File: src/rtl/comp_3bit_monitor.sv
// On-chip checker for a magnitude comparator: validates agb/alb/aeb against a golden
// compare, keeps saturating statistics and flags runs of RUN_LEN identical results.
module comp_3bit_monitor #(
    parameter int DATA_W  = 3,
    parameter int CNT_W   = 8,
    parameter int RUN_LEN = 4
) (
    input  logic              clk,
    input  logic              rst_n,
    input  logic              in_valid,
    output logic              in_ready,
    input  logic [DATA_W-1:0] a,
    input  logic [DATA_W-1:0] b,
    input  logic              agb,
    input  logic              alb,
    input  logic              aeb,
    input  logic              clear,
    output logic [CNT_W-1:0]  gt_cnt,
    output logic [CNT_W-1:0]  lt_cnt,
    output logic [CNT_W-1:0]  eq_cnt,
    output logic [CNT_W-1:0]  err_cnt,
    output logic              err_flag,
    output logic              run_hit,
    output logic [1:0]        run_kind
);

    typedef enum logic {IDLE, RUN} state_t;

    localparam logic [1:0]       KIND_NONE = 2'b00;
    localparam logic [1:0]       KIND_GT   = 2'b01;
    localparam logic [1:0]       KIND_LT   = 2'b10;
    localparam logic [1:0]       KIND_EQ   = 2'b11;
    localparam logic [CNT_W-1:0] CNT_ONE   = CNT_W'(1);
    localparam logic [CNT_W-1:0] CNT_MAX   = '1;
    localparam logic [CNT_W-1:0] RUN_TGT   = CNT_W'(RUN_LEN);

    function automatic logic [CNT_W-1:0] sat_inc(input logic [CNT_W-1:0] v);
        return (v == CNT_MAX) ? v : v + CNT_ONE;
    endfunction

    state_t           state;
    logic [CNT_W-1:0] run_len;
    logic [1:0]       cur_kind;

    logic             accept_p0;
    logic             legal_p0;
    logic             err_p0;
    logic [2:0]       code_p0;
    logic [2:0]       gold_p0;
    logic [1:0]       kind_p0;

    // Stage 0: combinational classification of the offered sample
    assign in_ready  = rst_n & ~clear;
    assign accept_p0 = in_valid & in_ready;
    assign code_p0   = {agb, alb, aeb};
    assign legal_p0  = (code_p0 == 3'b100) || (code_p0 == 3'b010) || (code_p0 == 3'b001);

    always_comb begin
        gold_p0 = 3'b001;
        if (a > b)      gold_p0 = 3'b100;
        else if (a < b) gold_p0 = 3'b010;
    end

    assign err_p0  = !legal_p0 || (code_p0 != gold_p0);
    assign kind_p0 = agb ? KIND_GT : (alb ? KIND_LT : KIND_EQ);

    // Stage 1: counters, sticky error and run tracking update on the accepting edge
    always_ff @(posedge clk or negedge rst_n) begin
        if (!rst_n) begin
            gt_cnt   <= '0;
            lt_cnt   <= '0;
            eq_cnt   <= '0;
            err_cnt  <= '0;
            err_flag <= 1'b0;
            run_hit  <= 1'b0;
            run_kind <= KIND_NONE;
            state    <= IDLE;
            run_len  <= '0;
            cur_kind <= KIND_NONE;
        end else if (clear) begin
            gt_cnt   <= '0;
            lt_cnt   <= '0;
            eq_cnt   <= '0;
            err_cnt  <= '0;
            err_flag <= 1'b0;
            run_hit  <= 1'b0;
            run_kind <= KIND_NONE;
            state    <= IDLE;
            run_len  <= '0;
            cur_kind <= KIND_NONE;
        end else begin
            run_hit <= 1'b0;
            if (accept_p0) begin
                if (err_p0) begin
                    err_cnt  <= sat_inc(err_cnt);
                    err_flag <= 1'b1;
                    state    <= IDLE;
                    run_len  <= '0;
                end else begin
                    case (kind_p0)
                        KIND_GT: gt_cnt <= sat_inc(gt_cnt);
                        KIND_LT: lt_cnt <= sat_inc(lt_cnt);
                        default: eq_cnt <= sat_inc(eq_cnt);
                    endcase
                    if (state == RUN && kind_p0 == cur_kind) begin
                        // run_len + 1 is compared before it is stored so the hit lands on this edge
                        if (run_len + CNT_ONE == RUN_TGT) begin
                            run_hit  <= 1'b1;
                            run_kind <= cur_kind;
                            state    <= IDLE;
                            run_len  <= '0;
                        end else begin
                            run_len <= run_len + CNT_ONE;
                        end
                    end else begin
                        state    <= RUN;
                        run_len  <= CNT_ONE;
                        cur_kind <= kind_p0;
                    end
                end
            end
        end
    end

endmodule

File: config.mk
export PLATFORM = sky130hd
export DESIGN_NAME = comp_3bit_monitor
export DESIGN_NICKNAME = d
export VERILOG_FILES = /design/src/rtl/comp_3bit_monitor.sv
export SDC_FILE = /design/constraint.sdc
export NUM_CORES = 1
export LEC_CHECK = 0
export ABC_CLOCK_PERIOD_IN_PS = 2700
export BUFFER_PORTS_ARGS = -buffer_cell sky130_fd_sc_hd__buf_2
export CORE_UTILIZATION = 52
export CTS_CLUSTER_DIAMETER = 40
export DETAILED_ROUTE_END_ITERATION = 10
export GPL_TIMING_DRIVEN = 0
export PLACE_DENSITY = 0.87
export SYNTH_ARGS = -nofsm -noshare
export SYNTH_HDL_FRONTEND = slang
export SYNTH_SLANG_ARGS = --single-unit
File: constraint.sdc
create_clock -name clk -period 2.7 [get_ports clk]
set_clock_uncertainty 0.2 [all_clocks]
set_input_delay 0.135 -clock clk [delete_from_list [all_inputs] [get_ports clk]]
set_output_delay 0.135 -clock clk [all_outputs]
set_load 0.01 [all_outputs]
=== Word level (Yosys, flattened, before mapping) ===
Cells that the tools add are included.

* $add $sub $neg: 5
* Magnitude comparators: 2
* Bitwise gates (word level): 3
* Eq/ne operators: 20
* Reduce and logical (&&, ||, !) cells: 20
* Mux-type cells: 50

{| class="wikitable"
|+ Operators with widths
! cell !! count
|-
| 8-bit 2-to-1 mux || 24
|-
| 8-bit by 1-bit adder with 8-bit output (second input constant) || 5
|-
| 8-bit == test (second input constant) || 4
|-
| 2-bit 2-to-1 mux || 11
|-
| 4-bit AND reduction || 4
|-
| 1-bit 2-to-1 mux || 14
|-
| 2-bit inequality test (second input constant) || 6
|-
| 2-bit nonzero test || 6
|-
| 8-bit by 3-bit == test with 1-bit output (second input constant) || 1
|-
| 3-bit AND reduction || 2
|-
| 4-bit by 3-bit inequality test with 1-bit output (second input constant) || 1
|-
| 2-bit AND reduction || 2
|-
| 3-bit by 1-bit == test with 1-bit output (second input constant) || 1
|-
| 3-bit by 2-bit == test with 1-bit output (second input constant) || 1
|-
| 3-bit == test (second input constant) || 1
|-
| 3-bit > comparator || 1
|-
| 1-bit logical OR || 3
|-
| 3-bit < comparator || 1
|-
| 3-bit 2-to-1 mux || 1
|-
| 3-bit inequality test || 1
|-
| 1-bit AND || 2
|-
| 2-bit by 1-bit == test with 1-bit output (second input constant) || 1
|-
| 2-bit == test || 1
|-
| 2-bit == test (second input constant) || 1
|-
| 5 further kinds || 5
|}

* Logic and storage cells: 110
* Input bits: 13
* Register bits after elaboration: 47

=== Logic depth before layout (Yosys ltp) ===
Gate-level depths: netlist (run 1).

* Depth after elaboration: 8
* Gate-level depth with buffers: 10

=== Worst setup path before layout (run 1) ===
OpenSTA, ideal clock, no wires.

* Path type: input -> register
* Start: input port b[2]
* End: register eq_cnt[0]
* Stages on the path: 10
* Slack: 0.513 ns
* Path buffers: 2
* Data required time: 2.368 ns
* Arrival: 1.855 ns
* Cells stage by stage: inv_1 > ha_1 > and3_1 > mux2_2 > a41oi_1 > buf_2 > buf_2 > nor2_1 > xnor2_1 > nor2_1

* Longest elaborated chain between the ends: 7
* Elaborated cells on any way between the ends: 8
* Those cells by class: 2 x order compare; 2 x eq/ne; 2 x mux; 2 x reduce/logical

{| class="wikitable"
|+ RTL lines
! item !! RTL line !! RTL
|-
| from (decl) || 13 || <nowiki>input logic [DATA_W-1:0] b,</nowiki>
|-
| 3-bit < comparator || 61 || <nowiki>else if (a < b) gold_p0 = 3'b010;</nowiki>
|-
| 2-bit 2-to-1 mux || 61 ||
|-
| 3-bit 2-to-1 mux (*) || 60 || <nowiki>if (a > b) gold_p0 = 3'b100;</nowiki>
|-
| 3-bit inequality test (*) || 64 || <nowiki>assign err_p0 = !legal_p0 || (code_p0 != gold_p0);</nowiki>
|-
| 1-bit logical OR (*) || 64 ||
|-
| 2-bit inequality test (no source line) (*) || n/a ||
|-
| 4-bit AND reduction (no source line) (*) || n/a ||
|-
| to (signal assigned) || 103 || <nowiki>default: eq_cnt <= sat_inc(eq_cnt);</nowiki>
|-
| to (decl) || 20 || <nowiki>output logic [CNT_W-1:0] eq_cnt,</nowiki>
|}

Every way passes the cells marked *; elsewhere a longest branch is shown, timed or not.
A chain may end at the register's enable or synchronous reset.

=== Worst setup path in the final report (run 1) ===
* Start: input port rst_n
* End: register eq_cnt[0]

* Longest elaborated chain between the ends: 4

{| class="wikitable"
|+ RTL lines
! item !! RTL line !! RTL
|-
| from (decl) || 9 || <nowiki>input logic rst_n,</nowiki>
|-
| 1-bit AND || 53 || <nowiki>assign in_ready = rst_n & ~clear;</nowiki>
|-
| 1-bit AND || 54 || <nowiki>assign accept_p0 = in_valid & in_ready;</nowiki>
|-
| 2-bit nonzero test (no source line) || n/a ||
|-
| 4-bit AND reduction (no source line) || n/a ||
|}

No other way between the ends.

==> results of run 1 <==
[sequential cells by signal, summed over array words and instances (netlist names)]
signal,flops
err_cnt,8
gt_cnt,8
state,1
err_flag,1
eq_cnt,8
cur_kind,2
run_hit,1
run_kind,2
lt_cnt,8
run_len,8
[power by group]
part	internal, mW	switching, mW	total [mW]
Combinational	0.0336	0.0657	0.0992
Clock	0.369	0.244	0.614
Sequential	0.707	0.00440	0.712
Total	1.11	0.315	1.42
[logic make-up (layout without fill, tap and decap cells)]
logic type	after synthesis	in the layout	share of synthesized area (%)
multiplexers	6	6	2.32
AND/OR/NAND/NOR	145	145	28.6
adder cells (fa/ha/maj)	9	9	4.26
AO/OA/AOI/OAI	34	34	7.67
XOR/XNOR	31	31	10.3
buffers and inverters	16	74	2.37
flip-flops	47	47	44.5
[stage by stage]
stage          area [µm²]  hold slack, ns  TNS [ns]  worst slack [ns]  power (mW)
2_1_floorplan        2640          -0.361         0             0.513       0.773
3_3_place_gp         2970           0.182     -8.55            -0.340       0.814
3_5_place_dp         2970           0.192    -10.02            -0.378       0.818
4_1_cts              3140          0.0561         0             0.402        1.43
5_1_grt              3140          0.0980         0             0.149        1.47
6_report             3140          0.0664         0             0.348        1.42
[worst max-delay path, cell delays in order]
cell           delay (ns)
dlygate4sd3_1        0.53
buf_4                0.17
nand3b_1             0.26
nor4b_2              0.09
a41oi_1              0.26
buf_2                0.30
buf_2                0.27
nor2_1               0.10
xnor2_1              0.16
nor2_1               0.06
[layer usage]
metal	vias to the layer above	global-route usage, %
li1	1127	-
met3	8	4.80
met5	-	0
met1	1116	32.7
met2	81	39.6
met4	0	9.37
[worst paths after layout]
check,from,end,slack (ns),cells past startpoint
max,rst_n,eq_cnt[0]$_DFFE_PN0P_,0.35,10
min,in_valid,run_len[2]$_DFFE_PN0P_,0.07,4
max reg2reg,run_len[0]$_DFFE_PN0P_,run_hit$_DFF_PN0_,0.50,6
min reg2reg,state$_DFFE_PN0P_,state$_DFFE_PN0P_,0.32,2
max in group asynchronous,rst_n,lt_cnt[1]$_DFFE_PN0P_,1.92,3
min in group asynchronous,rst_n,err_cnt[5]$_DFFE_PN0P_,0.17,3
[cells in the final DEF, fill, tap and decap left out, drive strengths merged, types with 3 or more instances in the layout]
master	count
buf	51
nor2b	3
dfrtp	47
clkbuf	12
and3	7
a21oi	10
nand2	27
nor3b	6
inv	7
mux2i	5
a22oi	3
nand4	4
xnor2	29
nor3	12
nand3	18
o21ai	13
ha	9
nand2b	4
nor2	41
nor4	9
[cell usage after synthesis, types with 3 or more instances]
library cell,number,area share (%)
dfrtp_1,47,45
nor2_1,41,5.8
xnor2_1,29,9.6
nand2_1,27,3.8
nand3_1,18,3.4
nor3_1,11,2.1
o21ai_0,11,2.1
a21oi_1,10,1.9
ha_1,9,4.3
and3_1,7,1.7
clkbuf_1,7,0.99
inv_1,7,0.99
nor4_1,7,1.7
nor3b_1,6,1.7
mux2i_1,5,1.9
nand2b_1,4,0.95
nand4_1,4,0.95
a22oi_1,3,0.85
nor2b_1,3,0.71
[cell type report]
type | instances | area (µm²) | share of cell area, %
buffer | 9 | 36.3 | 1.15
sequential | 47 | 1180 | 37.4
clock inverter | 3 | 67.6 | 2.15
timing repair buffer | 50 | 280 | 8.92
multi-input combinational | 225 | 1400 | 44.7
clock buffer | 5 | 68.8 | 2.19
inverter | 7 | 26.3 | 0.836
tap | 67 | 83.8 | 2.67
[repair_timing]
action                                  CTS  global route
setup buffers                             0             0
endpoints found under the setup margin   10             0
hold buffers                              2             0
endpoints found under the hold margin    47             0
gates resized for setup                   1             0
==> flow_summary_export.csv, run 1 <==
group,metric,value,unit
status,outcome,"finished clean",
clock_network,cts_tree,"done",
worst_setup_path,start_kind,"input pin",
die,design.core.area,4820,µm²
worst_setup_path,cp_max_fo,10,
clock_network,clockBufferDepth,2,
yosys,synthArstFlopShare,100,%
worst_hold_path,min_path_type,"in2reg",
layout,stdcell_count,413,
placement,portBuffers,48,
timing,finalCriticalPeriod,2.35,ns
timing,worst_pin_slew,0.716,ns
timing,fmax,0.425,GHz
yosys,synth_warnings,0,
job,maxCapViolCount,0,
die,rows,25,
timing,rsz0062_at_grt,"false",
die,dieArea,5370,µm²
yosys,synth_cell_types,44,
layout,areaGrowthSynthToFinish,18.9,%
global_route,antenna_found_initial,0,
die,die_w,73.3,µm
timing,finalSetupViolCount,0,
route,first_iter_violations,179,
route,top_layer,"met4",
worst_setup_path,worstSetupEndpointType,"flip-flop",
global_route,gr-usage-all-layers,24.5,%
worst_setup_path,critPathRequiredTime,2.67,ns
clock_network,clk_latency,0.31,ns
route,routed_wl,5.87,mm
clock_network,cts_sinks,47,
yosys,syn_nets,310,
yosys,synth-seq-area-share,44.5,%
yosys,avgSynthCellArea,9.18,µm²
placement,dp_hpwl,4.13,mm
route,drt-met1-wl,2.68,mm
power,ir_drop,359,µV
layout,fin_nets,367,
clock_network,htreeDepth,2,
timing,final_max_slew_viol_count,0,
layout,fillers,422,
worst_setup_path,critPathArrivalTime,2.33,ns
global_route,grt_overflow,0,
yosys,ys_seq_elements,47,
clock_network,cts_root_buf,"clkbuf_8",
global_route,grt_pass1_vias,2157,
yosys,syn_inst,288,
global_route,grt_max_degree,48,
layout,antennaDiodeCount,0,
timing,finalHoldViolations,0,
yosys,synth_flop_cell,"dfrtp_1",
route,drtAntennaViolNets,0,
route,vias,2332,
layout,fin_util,65.2,%
clock_network,cts.clk_slew.worst_paths,0.08,ns
power,powerDensity,453,nW/µm²
die,ios,50,
die,die_h,73.3,µm
placement,gp_congestion,0.832,
route,vias_per_cell,5.65,
placement,dp_cells,403,
power,p_leak,1.43,nW
die,start_util,54.9,%
layout,drive_gt1_share,18.8,%
worst_setup_path,crit_type,"in2reg",
clock_network,cts_buffers,5,
yosys,synth_edf_count,0,
route,wl_met2,2.78,mm
global_route,grt_pass1_wl,9.87,mm
timing,relSlewSlack,50.9,%
yosys,syn_area,2640,µm²
timing,post-route-period-util,87.1,%
route,wl_per_cell,14.2,µm
route,drt_pre_antenna_iters,4,
route,met3_wirelength,325,µm
route,drc,0,
Note: power is estimated with default switching activity, not from simulation.
==> run 2: changes to the inputs <==
--- a/config.mk
+++ b/config.mk
@@ -5,7 +5,7 @@
 export SDC_FILE = /design/constraint.sdc
 export NUM_CORES = 1
 export LEC_CHECK = 0
-export ABC_CLOCK_PERIOD_IN_PS = 2700
+export ABC_CLOCK_PERIOD_IN_PS = 3100
 export BUFFER_PORTS_ARGS = -buffer_cell sky130_fd_sc_hd__buf_2
 export CORE_UTILIZATION = 52
 export CTS_CLUSTER_DIAMETER = 40
==> constraint.sdc (replaced) <==
create_clock -name clk -period 3.1 [get_ports clk]
set_clock_uncertainty 0.2 [all_clocks]
set_input_delay 0.155 -clock clk [delete_from_list [all_inputs] [get_ports clk]]
set_output_delay 0.155 -clock clk [all_outputs]
set_load 0.01 [all_outputs]
==> flow_summary_export.csv, run 2 (synthesis results as in run 1) <==
group,metric,value,unit
status,outcome,"finished clean",
power,p_leak,1.43,nW
layout,antennaDiodeCount,0,
global_route,antenna_found_initial,0,
timing,finalHoldViolations,0,
clock_network,htreeDepth,2,
power,pwr-share-comb,6.9,%
layout,fillers,423,
layout,fin_nets,367,
power,netSwitchingPower,0.274,mW
route,routed_wl,5.87,mm
route,wl_met2,2.78,mm
die,rows,25,
power,power_frac_seq,50.0,%
placement,gp_congestion,0.832,
power,clockPowerShare,43.1,%
clock_network,cts_tree,"done",
clock_network,cts.clk_slew.worst_paths,0.09,ns
layout,seqCellArea,1180,µm²
worst_setup_path,critPathArrivalTime,2.38,ns
clock_network,cts_buffers,5,
worst_setup_path,cp_cell_sequence,"dlygate4sd3_1 > buf_2 > nand3b_1 > nor4b_2 > a41oi_1 > buf_2 > buf_2 > nor2_1 > xnor2_1 > nor2_1",
layout,multi_input_area,1400,µm²
clock_network,clk_latency,0.31,ns
clock_network,cts_sinks,47,
worst_setup_path,crit_type,"in2reg",
global_route,grt_pass1_wl,9.87,mm
layout,fin_util,65.2,%
die,die_h,73.3,µm
power,p_int,0.966,mW
worst_setup_path,cp_max_fo,10,
die,design.core.area,4820,µm²
timing,worst_pin_slew,0.716,ns
route,wl_per_cell,14.2,µm
worst_setup_path,worst_path_max_delay_cell,"dlygate4sd3_1",
global_route,grt_max_degree,48,
route,met3_wirelength,325,µm
clock_network,cts-hold-fix-buffers,2,
timing,setup_ws,0.709,ns
worst_setup_path,critPathMostFrequentCell,"buf_2",
die,dieArea,5370,µm²
route,first_iter_violations,179,
timing,finalSetupViolCount,0,
route,vias_per_cell,5.65,
worst_hold_path,min_path_type,"in2reg",
timing,finalCriticalPeriod,2.39,ns
route,vias,2332,
placement,dp_hpwl,4.13,mm
layout,stdcell_count,413,
die,start_util,54.9,%
power,switching_share,22.1,%
placement,place_worst_setup_slack,0.00213,ns
job,maxCapViolCount,0,
clock_network,cts_setup_buffers,0,
clock_network,post_cts_resized,0,
timing,relSlewSlack,50.9,%
power,powerDensity,395,nW/µm²
global_route,gr-usage-all-layers,24.5,%
layout,final_common_cell,"buf_2",
worst_setup_path,r2r_setup_slack,0.90,ns
layout,drive_gt1_share,18.8,%
timing,fmax,0.418,GHz
layout,areaGrowthSynthToFinish,18.8,%
worst_setup_path,worstSetupEndpointType,"flip-flop",
route,drtAntennaViolNets,0,
die,ios,50,
route,drc,0,
clock_network,cts_root_buf,"clkbuf_8",
layout,most-common-layout-cells,"buf_2, dfrtp_1, nor2_1, xnor2_1, nand2_1",
timing,rsz0062_at_grt,"false",
worst_setup_path,critPathRequiredTime,3.09,ns
route,top_layer,"met4",
clock_network,clockBufferDepth,2,
timing,tns,0,ns
die,die_w,73.3,µm
power,total_power,1.24,mW
timing,post-route-period-util,77.1,%
route,drt_pre_antenna_iters,4,
power,ir_drop,313,µV
worst_setup_path,cpPeakStageDelay,0.52,ns
timing,final_max_slew_viol_count,0,
global_route,grt_overflow,0,
placement,dp_cells,403,
placement,portBuffers,48,
worst_setup_path,crit_family,"buffers and inverters",
worst_setup_path,path_buf_inv,4,
global_route,grt_pass1_vias,2157,
route,drt-met1-wl,2.68,mm
worst_setup_path,start_kind,"input pin",
==> run 2: final cells by class <==
cell class | count | share of cell area [%]
tap | 67 | 2.67
inverter | 7 | 0.837
sequential | 47 | 37.5
multi-input combinational | 225 | 44.7
timing repair buffer | 50 | 8.84
buffer | 9 | 1.16
clock buffer | 5 | 2.19
clock inverter | 3 | 2.15
==> run 2: power by group through the flow <==
stage               clock [mW]  sequential [mW]  combinational [mW]
floorplan                    0            0.633              0.0408
CTS                      0.543            0.620              0.0857
finish                   0.534            0.620              0.0860
global placement             0            0.632              0.0773
global route             0.564            0.621              0.0966
detailed placement           0            0.632              0.0799
==> run 2: per-layer routing <==
| layer | up-vias | global-route usage (%) |
|---|---|---|
| met5 | - | 0 |
| met4 | 0 | 9.37 |
| met3 | 8 | 4.80 |
| met2 | 81 | 39.6 |
| met1 | 1116 | 32.7 |
| li1 | 1127 | - |
==> run 2: worst paths after layout <==
kind | start | end | cells past startpoint
worst max-delay path | rst_n | lt_cnt[0]$_DFFE_PN0P_ | 10
worst min-delay path | in_valid | run_len[2]$_DFFE_PN0P_ | 4
worst max register to register | run_len[0]$_DFFE_PN0P_ | run_hit$_DFF_PN0_ | 6
worst min register to register | state$_DFFE_PN0P_ | state$_DFFE_PN0P_ | 2
max in group asynchronous | rst_n | lt_cnt[1]$_DFFE_PN0P_ | 3
min in group asynchronous | rst_n | err_cnt[5]$_DFFE_PN0P_ | 3
==> run 2: per-stage QoR <==
stage | area (µm²) | hold slack (ns)
6_report | 3140 | 0.0864
3_3_place_gp | 2970 | 0.202
3_5_place_dp | 2970 | 0.212
2_1_floorplan | 2640 | -0.341
5_1_grt | 3140 | 0.118
4_1_cts | 3140 | 0.0761
==> run 2: worst register-to-register path, cell delays in order (launching register included) <==
cell and delay [ns]:
dfrtp_1 0.44, ha_1 0.24, nand3_1 0.14, xnor2_1 0.17, a211oi_1 0.27, nand3_1 0.23, nor4b_1 0.40
==> run 3: changes to the inputs <==
--- a/config.mk
+++ b/config.mk
@@ -5,7 +5,7 @@
 export SDC_FILE = /design/constraint.sdc
 export NUM_CORES = 1
 export LEC_CHECK = 0
-export ABC_CLOCK_PERIOD_IN_PS = 3100
+export ABC_CLOCK_PERIOD_IN_PS = 2400
 export BUFFER_PORTS_ARGS = -buffer_cell sky130_fd_sc_hd__buf_2
 export CORE_UTILIZATION = 52
 export CTS_CLUSTER_DIAMETER = 40
==> constraint.sdc (replaced) <==
create_clock -name clk -period 2.4 [get_ports clk]
set_clock_uncertainty 0.2 [all_clocks]
set_input_delay 0.12 -clock clk [delete_from_list [all_inputs] [get_ports clk]]
set_output_delay 0.12 -clock clk [all_outputs]
set_load 0.01 [all_outputs]
==> flow_summary_export.csv, run 3 (synthesis results as in run 1) <==
group,metric,value,unit
power,clockPowerShare,43.1,%
global_route,grt_pass1_wl,9.87,mm
power,netSwitchingPower,0.356,mW
timing,finalHoldViolations,0,
route,drtAntennaViolNets,0,
worst_setup_path,r2r_cells,6,
route,routed_wl,5.89,mm
worst_setup_path,cp_cell_sequence,"buf_2 > inv_1 > ha_1 > and3_1 > mux2_2 > a41oi_1 > buf_4 > buf_2 > nor2_1 > xnor2_1 > nor2_1",
clock_network,htreeDepth,2,
power,pwr-share-comb,7.0,%
power,ir_drop,401,µV
timing,final_max_slew_viol_count,0,
die,die_h,73.3,µm
global_route,grt_max_degree,48,
power,p_leak,1.44,nW
die,rows,25,
power,powerDensity,508,nW/µm²
clock_network,cts_root_buf,"clkbuf_8",
route,vias_per_cell,5.63,
global_route,antenna_found_initial,0,
worst_setup_path,critPathRequiredTime,2.37,ns
global_route,met2_usage,39.6,%
timing,rsz0062_at_grt,"false",
layout,multi_input_area,1410,µm²
power,power_frac_seq,49.9,%
clock_network,cts_sinks,47,
worst_setup_path,cp_max_fo,10,
die,design.core.area,4820,µm²
worst_setup_path,cpPeakStageDelay,0.36,ns
layout,final_common_cell,"buf_2",
job,maxCapViolCount,0,
global_route,busiest_layer,"met2",
power,total_power,1.61,mW
clock_network,cts.clk_slew.worst_paths,0.08,ns
status,outcome,"finished clean",
power,switching_share,22.2,%
worst_setup_path,crit_cells,11,
layout,fillers,418,
timing,finalSetupViolCount,0,
global_route,use_met3,4.80,%
worst_setup_path,worst_path_max_delay_cell,"mux2_2",
layout,fin_nets,368,
worst_setup_path,crit_family,"buffers and inverters",
worst_setup_path,crit_type,"in2reg",
placement,dp_hpwl,4.13,mm
route,drt_pre_antenna_iters,4,
worst_setup_path,path_buf_inv,4,
route,first_iter_violations,154,
layout,fin_area,3160,µm²
layout,fin_util,65.7,%
timing,worst_pin_slew,0.707,ns
clock_network,cts_tree,"done",
layout,areaGrowthSynthToFinish,19.7,%
layout,drive_gt1_share,19.9,%
worst_setup_path,worstSetupEndpointType,"flip-flop",
timing,hold_ws,0.0490,ns
worst_setup_path,critPathArrivalTime,2.22,ns
power,p_int,1.25,mW
layout,seqCellArea,1180,µm²
route,drc,0,
global_route,grt_pass1_vias,2157,
worst_setup_path,start_kind,"input pin",
clock_network,clk_latency,0.31,ns
clock_network,clockBufferDepth,2,
worst_hold_path,min_path_type,"in2reg",
placement,gp_congestion,0.832,
route,wl_per_cell,14.2,µm
global_route,use_met1,32.7,%
worst_hold_path,min_path_cells,4,
die,die_w,73.3,µm
placement,portBuffers,48,
route,vias,2331,
timing,fmax,0.446,GHz
timing,tns,0,ns
global_route,grt_overflow,0,
layout,antennaDiodeCount,0,
die,ios,50,
die,start_util,54.9,%
global_route,gr-usage-all-layers,24.5,%
timing,finalCriticalPeriod,2.24,ns
layout,most-common-layout-cells,"buf_2, dfrtp_1, nor2_1, xnor2_1, nand2_1",
placement,placed_area,2970,µm²
timing,post-route-period-util,93.4,%
clock_network,cts_buffers,5,
timing,relSlewSlack,51.5,%
die,dieArea,5370,µm²
[run 3: changes by cell type in the layout (fill, tap and decap cells not counted), sizes merged]
cell,previous run,this run
buf,51,52
[run 3: what timing repair did]
| action | CTS | global route |
|---|---|---|
| endpoints found under the setup margin | 34 | 20 |
| resized for setup | 1 | 6 |
| cloned | 0 | 0 |
| hold endpoints to repair | 47 | 0 |
| hold buffers | 2 | 0 |
| buffers inserted | 0 | 1 |
| pin swaps | 0 | 1 |
[run 3: final timing paths]
path	to	slack [ns]	start
max	eq_cnt[0]$_DFFE_PN0P_	0.16	b[2]
min	run_len[2]$_DFFE_PN0P_	0.05	in_valid
max reg2reg	run_hit$_DFF_PN0_	0.20	run_len[0]$_DFFE_PN0P_
min reg2reg	state$_DFFE_PN0P_	0.32	state$_DFFE_PN0P_
max in group asynchronous	run_len[5]$_DFFE_PN0P_	1.64	rst_n
min in group asynchronous	err_cnt[2]$_DFFE_PN0P_	0.15	rst_n
[run 3: per-layer routing]
metal / wire [µm] / vias up
li1: - / 1130
met1: 2680 / 1107
met2: 2780 / 88
met3: 341 / 6
met4: 84 / 0
met5: 0 / -
[run 3: worst reg2reg max path, cell delays in order (launching register included)]
cell	delay (ns)
dfrtp_1	0.44
ha_1	0.24
nand3_1	0.14
xnor2_1	0.17
a211oi_1	0.27
nand3_1	0.23
nor4b_1	0.40
[run 3: through the flow]
stage	setup WS, ns	cells
3_5_place_dp	-0.663	403
3_3_place_gp	-0.625	403
6_report	0.159	414
4_1_cts	0.117	413
5_1_grt	0.00708	414
2_1_floorplan	0.228	288
[run 3: power groups by stage]
stage / combinational, mW / sequential, mW / clock, mW
5_1_grt: 0.127 / 0.802 / 0.728
3_5_place_dp: 0.103 / 0.816 / 0
4_1_cts: 0.111 / 0.801 / 0.702
2_1_floorplan: 0.0528 / 0.817 / 0
6_report: 0.113 / 0.801 / 0.692
3_3_place_gp: 0.0999 / 0.816 / 0
[run 3: final cells by class]
class / instances / share of cell area (%)
clock buffers: 5 / 2.18
clock inverters: 3 / 2.14
plain buffers: 9 / 1.27
repair buffers: 51 / 9.10
inverters: 7 / 0.831
flip-flops and latches: 47 / 37.2
multi-input cells: 225 / 44.7
well taps: 67 / 2.65
